<file path="src/rtl/fp_pkg.sv">
// Shared floating-point helpers: format-derived constants, canonical NaN builder, flag indices.
package fp_pkg;

  localparam int FLG_INV = 3;
  localparam int FLG_OVF = 2;
  localparam int FLG_UNF = 1;
  localparam int FLG_INX = 0;

  function automatic int fp_bias(input int exp_w);
    return (1 << (exp_w - 1)) - 1;
  endfunction

  function automatic int fp_exp_max(input int exp_w);
    return (1 << exp_w) - 1;
  endfunction

  // Canonical quiet NaN right-aligned in 64 bits: {0, all-ones exp, 1, 0..0}
  function automatic logic [63:0] fp_qnan(input int exp_w, input int man_w);
    logic [63:0] v;
    v = 64'd0;
    for (int i = 0; i < exp_w; i++) begin
      v[man_w + i] = 1'b1;
    end
    v[man_w - 1] = 1'b1;
    return v;
  endfunction

endpackage

</file>
<file path="src/rtl/fp_lzc.sv">
// Combinational leading-zero counter; an all-zero input reports W.
module fp_lzc #(
  parameter int W = 8
) (
  input  logic [W-1:0]             in_i,
  output logic [$clog2(W+1)-1:0]   cnt_o
);
  localparam int CW = $clog2(W + 1);

  // Scan upwards so the highest set bit has the final say
  always_comb begin
    cnt_o = CW'(W);
    for (int i = 0; i < W; i++) begin
      if (in_i[i]) begin
        cnt_o = CW'(W - 1 - i);
      end else begin
        cnt_o = cnt_o;
      end
    end
  end

endmodule

</file>
<file path="src/rtl/fp_addsub_pipe.sv">
// Three-stage pipelined FP adder/subtractor (align, add, normalise/round) with valid/ready flow.
module fp_addsub_pipe
  import fp_pkg::*;
#(
  parameter int EXP_W = 8,
  parameter int MAN_W = 23
) (
  input  logic                     clk,
  input  logic                     rst_n,
  input  logic                     in_valid,
  output logic                     in_ready,
  input  logic                     op_sub,
  input  logic [EXP_W+MAN_W:0]     a,
  input  logic [EXP_W+MAN_W:0]     b,
  output logic                     out_valid,
  input  logic                     out_ready,
  output logic [EXP_W+MAN_W:0]     result,
  output logic [3:0]               flags
);
  localparam int W       = 1 + EXP_W + MAN_W;
  localparam int M       = MAN_W + 4;
  localparam int LW      = $clog2(M + 1);
  localparam int XW      = EXP_W + 8;
  localparam int EXP_MAX = fp_exp_max(EXP_W);
  localparam logic [EXP_W-1:0] EALL      = {EXP_W{1'b1}};
  localparam logic [63:0]      QNAN_FULL = fp_qnan(EXP_W, MAN_W);
  localparam logic [W-1:0]     QNAN      = QNAN_FULL[W-1:0];

  logic adv_s;
  assign adv_s    = !out_valid | out_ready;
  assign in_ready = adv_s;

  logic             sa_s, sb_s, a_nan_s, b_nan_s, a_inf_s, b_inf_s, swap_s;
  logic [EXP_W-1:0] ea_s, eb_s, eb_big_s, diff_s;
  logic [MAN_W-1:0] fa_s, fb_s;
  logic [M-1:0]     m_big_s, m_sml_s, aligned_s;
  logic [2*M-1:0]   wide_s;

  // S1 combinational: unpack, flush subnormals, classify, order by magnitude, align small
  always_comb begin
    sa_s    = a[W-1];
    sb_s    = b[W-1] ^ op_sub;
    ea_s    = a[W-2:MAN_W];
    eb_s    = b[W-2:MAN_W];
    fa_s    = (ea_s != {EXP_W{1'b0}}) ? a[MAN_W-1:0] : {MAN_W{1'b0}};
    fb_s    = (eb_s != {EXP_W{1'b0}}) ? b[MAN_W-1:0] : {MAN_W{1'b0}};
    a_nan_s = (ea_s == EALL) && (fa_s != {MAN_W{1'b0}});
    b_nan_s = (eb_s == EALL) && (fb_s != {MAN_W{1'b0}});
    a_inf_s = (ea_s == EALL) && (fa_s == {MAN_W{1'b0}});
    b_inf_s = (eb_s == EALL) && (fb_s == {MAN_W{1'b0}});
    swap_s  = {eb_s, fb_s} > {ea_s, fa_s};
    if (swap_s) begin
      eb_big_s = eb_s;
      diff_s   = eb_s - ea_s;
      m_big_s  = {(eb_s != {EXP_W{1'b0}}), fb_s, 3'b000};
      m_sml_s  = {(ea_s != {EXP_W{1'b0}}), fa_s, 3'b000};
    end else begin
      eb_big_s = ea_s;
      diff_s   = ea_s - eb_s;
      m_big_s  = {(ea_s != {EXP_W{1'b0}}), fa_s, 3'b000};
      m_sml_s  = {(eb_s != {EXP_W{1'b0}}), fb_s, 3'b000};
    end
    wide_s = {m_sml_s, {M{1'b0}}} >> diff_s;
    if (32'(diff_s) >= 32'(M - 1)) begin
      aligned_s = {{(M-1){1'b0}}, |m_sml_s};
    end else begin
      aligned_s = {wide_s[2*M-1:M+1], wide_s[M] | (|wide_s[M-1:0])};
    end
  end

  logic             s1_valid_q, s1_sign_q, s1_sub_q, s1_nan_q, s1_inf_q, s1_isign_q;
  logic [EXP_W-1:0] s1_exp_q;
  logic [M-1:0]     s1_mbig_q, s1_msml_q;

  // S1 register
  always_ff @(posedge clk or negedge rst_n) begin
    if (!rst_n) begin
      s1_valid_q <= 1'b0;
      s1_sign_q  <= 1'b0;
      s1_sub_q   <= 1'b0;
      s1_nan_q   <= 1'b0;
      s1_inf_q   <= 1'b0;
      s1_isign_q <= 1'b0;
      s1_exp_q   <= {EXP_W{1'b0}};
      s1_mbig_q  <= {M{1'b0}};
      s1_msml_q  <= {M{1'b0}};
    end else if (adv_s) begin
      s1_valid_q <= in_valid;
      s1_sign_q  <= swap_s ? sb_s : sa_s;
      s1_sub_q   <= sa_s ^ sb_s;
      s1_nan_q   <= a_nan_s | b_nan_s | (a_inf_s & b_inf_s & (sa_s ^ sb_s));
      s1_inf_q   <= a_inf_s | b_inf_s;
      s1_isign_q <= a_inf_s ? sa_s : sb_s;
      s1_exp_q   <= eb_big_s;
      s1_mbig_q  <= m_big_s;
      s1_msml_q  <= aligned_s;
    end
  end

  logic             s2_valid_q, s2_sign_q, s2_sub_q, s2_nan_q, s2_inf_q, s2_isign_q;
  logic [EXP_W-1:0] s2_exp_q;
  logic [M:0]       s2_sum_q;

  // S2 register: magnitude add or subtract; ordering guarantees a non-negative difference
  always_ff @(posedge clk or negedge rst_n) begin
    if (!rst_n) begin
      s2_valid_q <= 1'b0;
      s2_sign_q  <= 1'b0;
      s2_sub_q   <= 1'b0;
      s2_nan_q   <= 1'b0;
      s2_inf_q   <= 1'b0;
      s2_isign_q <= 1'b0;
      s2_exp_q   <= {EXP_W{1'b0}};
      s2_sum_q   <= {(M+1){1'b0}};
    end else if (adv_s) begin
      s2_valid_q <= s1_valid_q;
      s2_sign_q  <= s1_sign_q;
      s2_sub_q   <= s1_sub_q;
      s2_nan_q   <= s1_nan_q;
      s2_inf_q   <= s1_inf_q;
      s2_isign_q <= s1_isign_q;
      s2_exp_q   <= s1_exp_q;
      s2_sum_q   <= s1_sub_q ? ({1'b0, s1_mbig_q} - {1'b0, s1_msml_q})
                             : ({1'b0, s1_mbig_q} + {1'b0, s1_msml_q});
    end
  end

  logic [LW-1:0]    lz_s;
  logic [M-1:0]     norm_s;
  logic [XW-1:0]    nexp_s, fexp_s;
  logic [MAN_W+1:0] rsum_s;
  logic [MAN_W-1:0] frac_s;
  logic             up_s, inx_s;
  logic [W-1:0]     res_d;
  logic [3:0]       flg_d;

  fp_lzc #(.W(M)) u_lzc (
    .in_i  (s2_sum_q[M-1:0]),
    .cnt_o (lz_s)
  );

  // S3 combinational: normalise, round to nearest even, then apply special and range cases
  always_comb begin
    if (s2_sum_q[M]) begin
      norm_s = {s2_sum_q[M:2], s2_sum_q[1] | s2_sum_q[0]};
      nexp_s = XW'(s2_exp_q) + XW'(1);
    end else begin
      norm_s = s2_sum_q[M-1:0] << lz_s;
      nexp_s = XW'(s2_exp_q) - XW'(lz_s);
    end
    inx_s  = norm_s[2] | norm_s[1] | norm_s[0];
    up_s   = norm_s[2] & (norm_s[1] | norm_s[0] | norm_s[3]);
    rsum_s = {1'b0, norm_s[M-1:3]} + {{(MAN_W+1){1'b0}}, up_s};
    if (rsum_s[MAN_W+1]) begin
      frac_s = rsum_s[MAN_W:1];
      fexp_s = nexp_s + XW'(1);
    end else begin
      frac_s = rsum_s[MAN_W-1:0];
      fexp_s = nexp_s;
    end
    flg_d = 4'b0000;
    if (s2_nan_q) begin
      res_d          = QNAN;
      flg_d[FLG_INV] = 1'b1;
    end else if (s2_inf_q) begin
      res_d = {s2_isign_q, EALL, {MAN_W{1'b0}}};
    end else if (s2_sum_q == {(M+1){1'b0}}) begin
      res_d = {s2_sign_q & !s2_sub_q, {(W-1){1'b0}}};
    end else if (!fexp_s[XW-1] && ($signed(fexp_s) >= $signed(XW'(EXP_MAX)))) begin
      res_d          = {s2_sign_q, EALL, {MAN_W{1'b0}}};
      flg_d[FLG_OVF] = 1'b1;
      flg_d[FLG_INX] = 1'b1;
    end else if (fexp_s[XW-1] || (fexp_s == {XW{1'b0}})) begin
      res_d          = {s2_sign_q, {(W-1){1'b0}}};
      flg_d[FLG_UNF] = 1'b1;
      flg_d[FLG_INX] = 1'b1;
    end else begin
      res_d          = {s2_sign_q, fexp_s[EXP_W-1:0], frac_s};
      flg_d[FLG_INX] = inx_s;
    end
  end

  // Output register; holds while the consumer stalls
  always_ff @(posedge clk or negedge rst_n) begin
    if (!rst_n) begin
      out_valid <= 1'b0;
      result    <= {W{1'b0}};
      flags     <= 4'b0000;
    end else if (adv_s) begin
      out_valid <= s2_valid_q;
      result    <= res_d;
      flags     <= flg_d;
    end
  end

endmodule

</file>
<file path="config.mk">
export PLATFORM = sky130hd
export DESIGN_NAME = fp_addsub_pipe
export DESIGN_NICKNAME = d
export VERILOG_FILES = /design/src/rtl/fp_pkg.sv /design/src/rtl/fp_lzc.sv /design/src/rtl/fp_addsub_pipe.sv
export SDC_FILE = /design/constraint.sdc
export NUM_CORES = 1
export LEC_CHECK = 0
export BUFFER_PORTS_ARGS = -buffer_cell sky130_fd_sc_hd__buf_2
export CORE_MARGIN = 10
export CORE_UTILIZATION = 50
export DETAILED_ROUTE_END_ITERATION = 16
export PLACE_DENSITY = 0.7
export SYNTH_ARGS = -nofsm -noshare
export SYNTH_HDL_FRONTEND = slang
export SYNTH_SLANG_ARGS = --single-unit
</file>
<file path="constraint.sdc">
create_clock -name clk -period 14.05 [get_ports clk]
set_clock_uncertainty 0.2 [all_clocks]
set_input_delay 1.405 -clock clk [delete_from_list [all_inputs] [get_ports clk]]
set_output_delay 1.405 -clock clk [all_outputs]
set_load 0.05 [all_outputs]
</file>
== Yosys cells after proc, flatten, opt, wreduce, memory -nomap -nowiden ==
Index checks and enable logic that the tools add are counted.
Word-level totals
  flip-flop bits (word level): 147
  bits of input ports: 69
  output and inout bits: 38
  word-level logic and storage cells: 125
Cells by class
  $add $sub $neg: 8
  $lt $le $gt $ge: 3
  equal/unequal tests: 2
  shifts and indexed selects: 2
  multiplexer cells: 55
  bitwise gates (word level): 16
  reduce and logical (&&, ||, !) cells: 19
Operator list (count)
  $mux 27: 4
  $mux 32: 3
  $mux 5: 16
  $mux 23: 3
  $mux 31: 2
  $reduce_or 27->1: 2
  $shr 54x8->54: 1
  $logic_not 23->1: 2
  $reduce_bool 23->1: 2
  $mux 16: 2
  $mux 4: 8
  $gt 31x31->1: 1
  $add 27x27->28: 1
  $logic_not 28->1: 1
  $mux 28: 1
  $sub 27x27->28: 1
  $shl 27x5->27: 1
  $add 24x1->25: 1
  $add 16x1->16 const B: 1
  $eq 8x8->1 const B: 2
  $ge 16x9->1 const B: 1
  $logic_not 16->1: 1
  $mux 8: 2
  $reduce_bool 8->1: 2
  13 further kinds: 44

== Longest topological paths before layout ==
Gate-level depths: netlist (run 1).
  depth after elaboration: 41
  mapped depth: 25
  depth with buffers taken out: 22

== Modules after synthesis ==
A second synthesis (run 1) with hierarchy kept.
Second synthesis, totals
  cell total of the unflattened synthesis: 1775
  area total of the unflattened synthesis: 14217.4 um^2
By module, submodules not included
  fp_addsub_pipe: times used 1, cells each 1724, area an instance 13939.6 um^2, sequential area each 3603.5 um^2
  fp_lzc: times used 1, cells each 51, area an instance 277.8 um^2, sequential area each 0.0 um^2

== Worst setup path before layout (run 1) ==
Ideal clock, no wire load.
  path type: input -> register
  start: in a[30]
  end: reg s1_msml_q[19]
  setup time: 83 ps
  arrival time: 6815 ps
  data required time: 13767 ps
  path slack: 6952 ps
  stages on the path: 23
  path buffers: 6
  cells stage by stage: nor4_1 -> nand2_1 -> clkbuf_1 -> buf_1 -> clkbuf_1 -> clkbuf_1 -> clkbuf_1 -> nand2_1 -> ha_1 -> nor4_1 -> o21ai_0 -> a31o_2 -> o21ai_1 -> clkbuf_1 -> mux2i_1 -> o21ai_0 -> a21oi_1 -> xnor2_1 -> nor4_1 -> inv_1 -> nor2_1 -> nand2_1 -> o21ai_0
Between the ends
  longest elaborated chain between the ends: 6
  elaborated cells between the ends (all ways): 10
  classes of those cells: add/sub: 2; order compare: 2; shift: 1; mux: 4; reduce/logical: 1
Ends and longest elaborated chain
  start: declaration: line fp_addsub_pipe.sv:13  | input logic [EXP_W+MAN_W:0] a,
  $reduce_bool 8->1: line fp_addsub_pipe.sv:45, fp_addsub_pipe.sv:56
  $mux 23: line fp_addsub_pipe.sv:45  | fa_s = (ea_s != {EXP_W{1'b0}}) ? a[MAN_W-1:0] : {MAN_W{1'b0}};
  $gt 31x31->1: line fp_addsub_pipe.sv:51  | swap_s = {eb_s, fb_s} > {ea_s, fa_s};
  $mux 27 / $mux 8 (equally long branches): line fp_addsub_pipe.sv:52  | if (swap_s) begin
  $shr 54x8->54 / $ge 8x5->1 (equally long branches): line fp_addsub_pipe.sv:63, fp_addsub_pipe.sv:64
  $mux 27 (*): line fp_addsub_pipe.sv:64  | if (32'(diff_s) >= 32'(M - 1)) begin
  end signal: assignment: line fp_addsub_pipe.sv:86  | s1_msml_q <= {M{1'b0}};
  end signal: assignment: line fp_addsub_pipe.sv:96  | s1_msml_q <= aligned_s;
  end: declaration: line fp_addsub_pipe.sv:73  | logic [M-1:0] s1_mbig_q, s1_msml_q;
Every way passes the cells marked *; elsewhere a longest branch is shown, timed or not.
A chain may end at the register's enable or synchronous reset.

== Worst setup path in the final report (run 1) ==
  start: in b[25]
  end: reg s1_msml_q[21]
Between the ends
  longest elaborated chain between the ends: 6
  elaborated cells between the ends (all ways): 10
  classes of those cells: add/sub: 2; order compare: 2; shift: 1; mux: 4; reduce/logical: 1
Ends and longest elaborated chain
  start: declaration: line fp_addsub_pipe.sv:14  | input logic [EXP_W+MAN_W:0] b,
  $reduce_bool 8->1: line fp_addsub_pipe.sv:46, fp_addsub_pipe.sv:61
  $mux 23: line fp_addsub_pipe.sv:46  | fb_s = (eb_s != {EXP_W{1'b0}}) ? b[MAN_W-1:0] : {MAN_W{1'b0}};
  $gt 31x31->1: line fp_addsub_pipe.sv:51
  $mux 27 / $mux 8 (equally long branches): line fp_addsub_pipe.sv:52
  $shr 54x8->54 / $ge 8x5->1 (equally long branches): line fp_addsub_pipe.sv:63, fp_addsub_pipe.sv:64
  $mux 27 (*): line fp_addsub_pipe.sv:64
Marks and branches as above.

==> run summary, run 1 <==
status -> complete, no violations
sequential-to-total area share from yosys stat -> 0.241
Distinct cells, synth -> 104
layout overhead on the synthesized area -> 8.97%
die area -> 37200 sq um
clock buffer depth -> 2
Sink Count -> 144
DIE HEIGHT -> 193 um
Initial Util -> 0.506
core region area -> 29600 sq um
count of port buffers added during placement -> 106
final hold vios -> 0
arrival time of the worst setup path -> 8580 ps
gp weighted congestion -> 0.996
Avg Inst Size Synth -> 7.49 sq um
# IOs -> 107
Switching Fraction -> 0.543
Via density -> 6.53
DP HPWL -> 40700 um
setup_tns -> 0 ps
CP Max Fanout -> 85
RSZ-0062 raised after global routing -> false
H-tree levels -> 4
Met2 Wirelength -> 23800 um
YS warnings -> 0
Max Slew Vio Count -> 0
antenna cells -> 0
Logic pwr share -> 0.689
commonest non-fill, non-tap cell in the layout -> nand2_1
Vias -> 15800
max-cap viol count -> 0
WL met1 -> 24600 um
Worst-path clk slew -> 60 ps
Row Count -> 63
Final setup viols -> 0
clock group share of total power -> 0.123
kind of critical path -> in -> reg
synthesized cell area -> 14900 sq um
uppermost layer routed -> met4
Core Util, Final -> 0.551
final std cells w/o fill -> 2414
post-CTS setup buffers -> 0
Layout fillers -> 2887
PD cells -> 256 nW/um^2
DR iter-0 viols -> 1767
Reg power frac -> 0.188
FFs w/ async S/R, synth -> 1.00
Hold Path Class -> reg -> reg
DRT antenna net count -> 0
area of the multi-input gates -> 10500 sq um
CTS tree -> built
relative slew slack -> 0.173
CP Data Required Time -> 14210 ps
Synth Net Count -> 2139
first-pass GRT wire length -> 85200 um
Die X -> 193 um
worst skew pair latency -> 460 ps
DR pass1 iterations -> 6
vias in the first global route -> 15000
top_reg_cell synth -> dfrtp_1
fin crit period -> 8420 ps
internal power -> 1.90 mW
Synth Register Bits -> 144
crit share post-route -> 0.599
DR WL met3 -> 3700 um
fraction of layout cells with a size suffix above 1 -> 0.120
maximum VDD drop -> 125 uV
actual slew at the worst max-slew pin -> 1230 ps
cts-stage hold buffer count -> 0
GRT Overall Usage -> 0.288
number of synthesized flops with an enable pin -> 0
Sw Pwr -> 2.27 mW
most frequent cells in the layout -> 270 x nand2_1, 175 x nor2_1, 164 x o21ai_0, 144 x dfrtp_1, 120 x a21oi_1
Num CTS Buffers -> 17
clock root buffer -> clkbuf_16
crit start category -> input port
Crit. End Element -> flop
largest net degree at the start of global routing -> 169
CTS resizes -> 0
fmax -> 119 MHz
Detailed Route WL -> 53800 um
gr ovfl total -> 0
drt wl/cell -> 22.3 um
P_leak -> 7.12 nW
Final nets -> 2155
total power -> 4.17 mW
placed insts -> 2382
DRC errors left -> 0
cells after synthesis -> 1995
initial antenna violation count -> 0
Reg area -> 3600 sq um
==> stage by stage <==
step / instance area [sq um] / setup slack (ps) / hold WS, ps
CTS: 16300 / 5830 / 270
finish: 16300 / 5630 / 267
global route: 16300 / 5140 / 299
global placement: 15600 / 5610 / 240
detailed placement: 15600 / 5400 / 255
floorplan: 14900 / 6950 / 230
==> state kept, by name, indices dropped and copies added, names as in the netlist <==
name / count
flags: 4
out_valid: 1
result: 32
s1_exp_q: 8
s1_inf_q: 1
s1_isign_q: 1
s1_mbig_q: 24
s1_msml_q: 27
s1_nan_q: 1
s1_sign_q: 1
s1_sub_q: 1
s1_valid_q: 1
s2_exp_q: 8
s2_inf_q: 1
s2_isign_q: 1
s2_nan_q: 1
s2_sign_q: 1
s2_sub_q: 1
s2_sum_q: 28
s2_valid_q: 1
==> critical path: stages <==
cell	delay [ps]
buf_2	130
nor4_1	310
nand2_1	660
nand2_1	340
inv_1	120
ha_1	320
a21oi_1	150
nor2_1	50
a2111oi_0	450
o211ai_1	270
o21ai_4	680
buf_4	810
mux2i_1	580
nand2_1	150
nor4_1	1020
inv_1	350
nor2_1	310
nand2_1	190
o21ai_0	220
==> power by group through the flow <==
stage          registers (mW)  logic [mW]  clock network (mW)
2_1_floorplan           0.827        2.02                   0
3_3_place_gp            0.780        2.78                   0
3_5_place_dp            0.782        2.80                   0
4_1_cts                 0.776        2.82               0.519
5_1_grt                 0.802        3.12               0.535
6_report                0.784        2.87               0.513
==> cell usage after synthesis (25+ instances only) <==
| cell type | count | share of area |
|---|---|---|
| nand4_1 | 29 | 0.012 |
| inv_1 | 87 | 0.022 |
| dfrtp_1 | 144 | 0.24 |
| mux2i_1 | 48 | 0.032 |
| nand3_1 | 72 | 0.024 |
| ha_1 | 72 | 0.060 |
| a211oi_1 | 25 | 0.013 |
| xnor2_1 | 61 | 0.036 |
| a31oi_1 | 36 | 0.015 |
| o21ai_0 | 164 | 0.055 |
| nor2_1 | 177 | 0.044 |
| nor3_1 | 53 | 0.018 |
| a21oi_1 | 120 | 0.040 |
| nand2_1 | 271 | 0.068 |
| clkbuf_1 | 89 | 0.022 |
| nor4_1 | 31 | 0.013 |
==> cell families (layout without fill, tap and decap cells) <==
group | count (synthesis) | count (layout) | synth area share
buf+inv | 225 | 254 | 0.0614
simple gates | 770 | 770 | 0.248
xor+xnor | 85 | 85 | 0.0498
compound gates | 619 | 619 | 0.278
flops | 144 | 144 | 0.241
fa+ha+maj | 75 | 75 | 0.0643
mux | 77 | 77 | 0.0572
==> layout make-up <==
cell class	instances	share of cell area
clock buffers	19	0.0272
clock inverters	13	0.0122
inverters	94	0.0218
multi-input cells	1626	0.644
flip-flops and latches	144	0.221
well taps	390	0.0300
repair buffers	128	0.0439
==> path summary, 6_finish.rpt <==
path                        startpoint  cells after the start            end  slack [ps]
hold reg to reg             s1_valid_q                      2     s1_valid_q         270
setup reg to reg           s2_sum_q[3]                     20       flags[0]        7280
setup / recovery                 b[25]                     19  s1_msml_q[21]        5630
hold / removal              s1_valid_q                      2     s1_valid_q         270
max in group asynchronous        rst_n                      2      result[7]       11570
min in group asynchronous        rst_n                      1  s1_mbig_q[14]         810
==> routing by layer <==
metal	vias up	global-route usage
met5	-	0
li1	7377	-
met2	674	0.440
met4	0	0.0991
met3	109	0.0475
met1	7596	0.403
Note: power is estimated with default switching activity, not from simulation.
==> inputs of run 2 (changes only) <==
==> constraint.sdc (replaced) <==
create_clock -name clk -period 8.1 [get_ports clk]
set_clock_uncertainty 0.2 [all_clocks]
set_input_delay 0.81 -clock clk [delete_from_list [all_inputs] [get_ports clk]]
set_output_delay 0.81 -clock clk [all_outputs]
set_load 0.05 [all_outputs]
==> run summary, run 2 (same netlist as run 1, synthesis figures left out) <==
status -> complete, no violations
post-CTS setup buffers -> 0 (unchanged)
Vias -> 15700 (-0.46%)
Hold Path Class -> in -> async
first-pass GRT wire length -> 84100 um (-1.3%)
most frequent cells in the layout -> 270 x nand2_1, 177 x nor2_1, 164 x o21ai_0, 144 x dfrtp_1, 120 x a21oi_1
clock buffer depth -> 2 (unchanged)
Worst-path clk slew -> 70 ps (about the same)
clock root buffer -> clkbuf_16
top flop regs -> result: 32 flops, s2_sum_q: 28 flops, s1_msml_q: 27 flops
relative slew slack -> 0.160 (-0.0131)
initial antenna violation count -> 0 (unchanged)
fmax -> 148 MHz
final hold vios -> 0 (unchanged)
CTS resizes -> 0 (unchanged)
CP Max Fanout -> 44 (-48%)
count of port buffers added during placement -> 106 (unchanged)
Layout fillers -> 2871 (-0.55%)
DP HPWL -> 39700 um (-2.3%)
Initial Util -> 0.506 (unchanged)
gp weighted congestion -> 0.976 (-2.0%)
kind of critical path -> in -> reg
Row Count -> 63 (unchanged)
r2r setup slk -> 1720 ps (-5560 ps)
# IOs -> 107 (unchanged)
Max Slew Vio Count -> 0 (unchanged)
DR iter-0 viols -> 1789 (+1.2%)
layout overhead on the synthesized area -> 8.93% (about the same)
Critical Path End -> s1_msml_q[0]
largest net degree at the start of global routing -> 169 (unchanged)
fin worst setup slack -> 1350 ps (-4280 ps)
Crit. End Element -> flop
Top reg by flops -> result
max-cap viol count -> 0 (unchanged)
crit start category -> input port
GRT Overall Usage -> 0.282 (-0.00665)
total power -> 7.11 mW (+71%)
DR pass1 iterations -> 6 (unchanged)
Slowest-stage cell, CP -> mux2i_4
Die X -> 193 um (unchanged)
maximum VDD drop -> 190 uV (+52%)
max incr delay on CP -> 970 ps (-50 ps)
Sink Count -> 144 (unchanged)
Final nets -> 2164 (+0.42%)
Largest register FFs -> 32 (unchanged)
commonest non-fill, non-tap cell in the layout -> nand2_1
most used cell, CP -> o211ai_1
CP Data Required Time -> 8220 ps (-5990 ps)
reg2reg start -> s2_sum_q[3]
Reg area -> 3600 sq um (unchanged)
crit share post-route -> 0.834
Detailed Route WL -> 52400 um (-2.7%)
vias in the first global route -> 14900 (-1.0%)
Core Util, Final -> 0.551 (about the same)
RSZ-0062 raised after global routing -> false
P_leak -> 7.13 nW (+0.10%)
worst skew pair latency -> 440 ps (-20 ps)
setup_tns -> 0 ps (unchanged)
core region area -> 29600 sq um (unchanged)
arrival time of the worst setup path -> 6870 ps (-1710 ps)
Num CTS Buffers -> 17 (unchanged)
cts-stage hold buffer count -> 0 (unchanged)
Final setup viols -> 0 (unchanged)
fraction of layout cells with a size suffix above 1 -> 0.122 (+0.00150)
Post-Place Worst Slack -> 1030 ps (-4370 ps)
DIE HEIGHT -> 193 um (unchanged)
area of the multi-input gates -> 10500 sq um (-0.16%)
Via density -> 6.48 (-0.79%)
CP cell instances -> buf_2 -> nor4_1 -> nand2_2 -> buf_12 -> nand2_1 -> ha_1 -> a211oi_1 -> o211ai_1 -> o221ai_1 -> o211ai_1 -> o21ai_4 -> mux2i_4 -> mux2i_1 -> nor2_1 -> or2_2 -> or4_1 -> o21ai_0 -> a41oi_1 -> a2111oi_0 -> o21ai_1
antenna cells -> 0 (unchanged)
R2R cell count -> 21 (+5.0%)
DRC errors left -> 0 (unchanged)
Crit. Startpoint -> a[25]
actual slew at the worst max-slew pin -> 1260 ps (+26.3 ps)
gr ovfl total -> 0 (unchanged)
drt wl/cell -> 21.6 um (-3.0%)
H-tree levels -> 4 (unchanged)
die area -> 37200 sq um (unchanged)
PD cells -> 437 nW/um^2 (+71%)
CTS tree -> built
DRT antenna net count -> 0 (unchanged)
fin crit period -> 6750 ps
reg2reg end -> flags[0]
[run 2: changes by cell type in the layout (fill, tap and decap cells not counted), sizes merged]
cell,delta
clkinvlp,+1
clkinv,+2
buf,+9
clkbuf,-1
bufinv,-3
[run 2: worst min path at each step]
stage          slack [ps]             to  startpoint
2_1_floorplan         230     s2_valid_q  s2_valid_q
3_3_place_gp          240     s2_valid_q  s2_valid_q
3_5_place_dp          250     s2_valid_q  s2_valid_q
4_1_cts               270     s2_valid_q  s2_valid_q
5_1_grt               290      out_valid  s2_valid_q
6_report              230  s1_mbig_q[21]       rst_n
[run 2: where the power goes]
part           internal, mW  switching [mW]  total [mW]
Clock                 0.427           0.346       0.773
Sequential            0.977           0.374        1.35
Combinational          1.82            3.17        4.99
[run 2: per-stage QoR]
| step | cell area, sq um | cells | hold slack, ps |
|---|---|---|---|
| floorplan | 14900 | 1995 | 230 |
| global placement | 15700 | 2391 | 240 |
| detailed placement | 15700 | 2391 | 253 |
| CTS | 16300 | 2422 | 267 |
| global route | 16300 | 2422 | 294 |
| finish | 16300 | 2422 | 230 |
[run 2: layout make-up]
| type | count | share of cell area |
|---|---|---|
| multi-input cells | 1626 | 0.643 |
| flip-flops and latches | 144 | 0.221 |
| repair buffers | 137 | 0.0496 |
| well taps | 390 | 0.0300 |
| clock buffers | 18 | 0.0264 |
| inverters | 94 | 0.0218 |
| clock inverters | 13 | 0.00799 |
[run 2: worst max-delay path, delay by kind of cell]
kind | cells | cell delay, ps
adders and majority gates | 1 | 260
and+or+nand+nor | 6 | 1660
buffers and inverters | 2 | 440
muxes | 2 | 1290
AOI/OAI and AO/OA | 9 | 2360
[run 2: routing by layer]
metal | vias to the layer above | share of wire | track usage
li1 | 7406 | - | -
met1 | 7471 | 0.45 | 0.388
met2 | 684 | 0.44 | 0.430
met3 | 123 | 0.068 | 0.0423
met4 | 0 | 0.041 | 0.121
met5 | - | 0 | 0
==> inputs of run 3 (changes only) <==
--- a/config.mk
+++ b/config.mk
@@ -9,7 +9,7 @@
 export CORE_MARGIN = 10
 export CORE_UTILIZATION = 50
 export DETAILED_ROUTE_END_ITERATION = 16
-export PLACE_DENSITY = 0.7
+export PLACE_DENSITY = 0.73
 export SYNTH_ARGS = -nofsm -noshare
 export SYNTH_HDL_FRONTEND = slang
 export SYNTH_SLANG_ARGS = --single-unit
==> constraint.sdc (replaced) <==
create_clock -name clk -period 5.8 [get_ports clk]
set_clock_uncertainty 0.2 [all_clocks]
set_input_delay 0.58 -clock clk [delete_from_list [all_inputs] [get_ports clk]]
set_output_delay 0.58 -clock clk [all_outputs]
set_load 0.05 [all_outputs]
==> run summary, run 3 (same netlist as run 1, synthesis figures left out) <==
status -> complete, no violations
CP Max Fanout -> 16 (-64%)
drt wl/cell -> 21.2 um (-1.7%)
final hold vios -> 0 (unchanged)
layout overhead on the synthesized area -> 18.1%
clock group share of total power -> 0.105 (-0.004)
Layout fillers -> 2746 (-4.4%)
clock root buffer -> clkbuf_16
CTS tree -> built
Worst-path clk slew -> 70 ps (about the same)
most frequent cells in the layout -> 270 x nand2_1, 189 x buf_4, 177 x nor2_1, 164 x o21ai_0, 144 x dfrtp_1
commonest non-fill, non-tap cell in the layout -> nand2_1
Die X -> 193 um (unchanged)
Crit. End Element -> flop
# IOs -> 107 (unchanged)
DR iter-0 viols -> 1690 (-5.5%)
H-tree levels -> 4 (unchanged)
first-pass GRT wire length -> 87000 um (+3.4%)
DIE HEIGHT -> 193 um (unchanged)
total power -> 10.9 mW (+54%)
P_leak -> 7.99 nW (+12%)
relative slew slack -> 0.451 (+0.292)
DRC errors left -> 0 (unchanged)
gp weighted congestion -> 0.993 (+1.7%)
kind of critical path -> in -> reg
maximum VDD drop -> 278 uV (+46%)
count of port buffers added during placement -> 106 (unchanged)
placed insts -> 2554 (+6.8%)
max-cap viol count -> 0 (unchanged)
Detailed Route WL -> 55000 um (+5.0%)
Top reg by flops -> result
internal power -> 5.27 mW (+63%)
DRT antenna net count -> 0 (unchanged)
Sw Pwr -> 5.65 mW (+45%)
fin worst setup slack -> 415 ps (-933 ps)
Reg power frac -> 0.160 (-0.030)
Vias -> 16400 (+4.5%)
antenna cells -> 0 (unchanged)
CP Data Required Time -> 5920 ps (-2300 ps)
top flop regs -> result: 32 flops, s2_sum_q: 28 flops, s1_msml_q: 27 flops
DR pass1 iterations -> 6 (unchanged)
core region area -> 29600 sq um (unchanged)
Max Slew Vio Count -> 0 (unchanged)
Logic pwr share -> 0.735 (+0.034)
clock buffer depth -> 2 (unchanged)
largest net degree at the start of global routing -> 130 (-23%)
Min Hold Slack -> 135 ps (-95.1 ps)
fin crit period -> 5380 ps
Final nets -> 2330 (+7.7%)
crit start category -> input port
DP HPWL -> 42800 um (+7.6%)
fraction of layout cells with a size suffix above 1 -> 0.189 (+0.0672)
PD cells -> 619 nW/um^2 (+42%)
vias in the first global route -> 15800 (+6.0%)
actual slew at the worst max-slew pin -> 823 ps (-433 ps)
Hold Path Class -> in -> reg
Final setup viols -> 0 (unchanged)
gr ovfl total -> 0 (unchanged)
final std cells w/o fill -> 2589 (+6.9%)
setup_tns -> 0 ps (unchanged)
worst skew pair latency -> 440 ps (about the same)
Num CTS Buffers -> 17 (unchanged)
crit share post-route -> 0.928
GRT Overall Usage -> 0.293 (+0.0111)
arrival time of the worst setup path -> 5510 ps (-1360 ps)
Switching Fraction -> 0.518 (-0.0290)
fmax -> 186 MHz
Row Count -> 63 (unchanged)
Post-Place Worst Slack -> -79.9 ps (-1110 ps)
Initial Util -> 0.506 (unchanged)
Sink Count -> 144 (unchanged)
die area -> 37200 sq um (unchanged)
initial antenna violation count -> 0 (unchanged)
Via density -> 6.33 (-2.2%)
Largest register FFs -> 32 (unchanged)
[run 3: power by group through the flow]
stage	Sequential [mW]	Clock [mW]	Combinational [mW]
after floorplan	2.00	0	4.90
after global placement	1.73	0	7.77
after detailed placement	1.75	0	7.82
after CTS	1.73	1.17	7.87
after global routing	1.78	1.21	8.67
final	1.75	1.15	8.02
[run 3: worst paths after layout]
check	start	end	slack, ps	depth (start not counted)
max	b[25]	s1_msml_q[0]	420	22
min	in_valid	s1_valid_q	140	3
max reg2reg	s2_sum_q[4]	flags[0]	560	23
min reg2reg	s2_valid_q	s2_valid_q	250	2
max in group asynchronous	rst_n	s2_sum_q[21]	3500	3
min in group asynchronous	rst_n	result[11]	520	2
[run 3: worst max-delay path, stage by stage]
cell	delay, ps
buf_2	100
nor4_1	290
nand2_1	190
buf_4	230
nand2_1	110
inv_1	60
ha_1	320
a211oi_1	210
o211ai_1	130
o221ai_1	280
o211ai_1	230
o21ai_4	300
buf_4	240
a21boi_1	340
or3b_4	320
nor2_1	100
or2_2	310
or4_1	420
o21ai_0	160
a41oi_1	120
a2111oi_0	350
o21ai_1	90
[run 3: stage by stage]
stage                     cell area, sq um   util
after global placement               17000  0.575
final                                17600  0.597
after detailed placement             17000  0.575
after CTS                            17600  0.596
after floorplan                      15000      -
after global routing                 17600  0.597
[run 3: area by class of cell]
cell class                      count  area [sq um]  area share
Multi-Input combinational cell   1626         10500       0.594
Sequential cell                   144          3600       0.204
Timing Repair Buffer              303          2110       0.120
Tap cell                          390           488      0.0276
Clock buffer                       18           429      0.0243
Inverter                           94           355      0.0201
Clock inverter                     14           180      0.0102
[run 3: timing repair]
action	4_1_cts	5_1_grt
resized for setup	0	2
endpoints found under the hold margin	18	0
endpoints found under the setup margin	0	1
setup buffers	0	1
hold buffers	1	0
[run 3: metal layers]
metal / GRT usage / share of wire / vias to the layer above
met2: 0.461 / 0.45 / 747
met5: 0 / 0 / -
met4: 0.122 / 0.037 / 0
met3: 0.0445 / 0.068 / 118
met1: 0.393 / 0.44 / 7791
li1: - / - / 7737
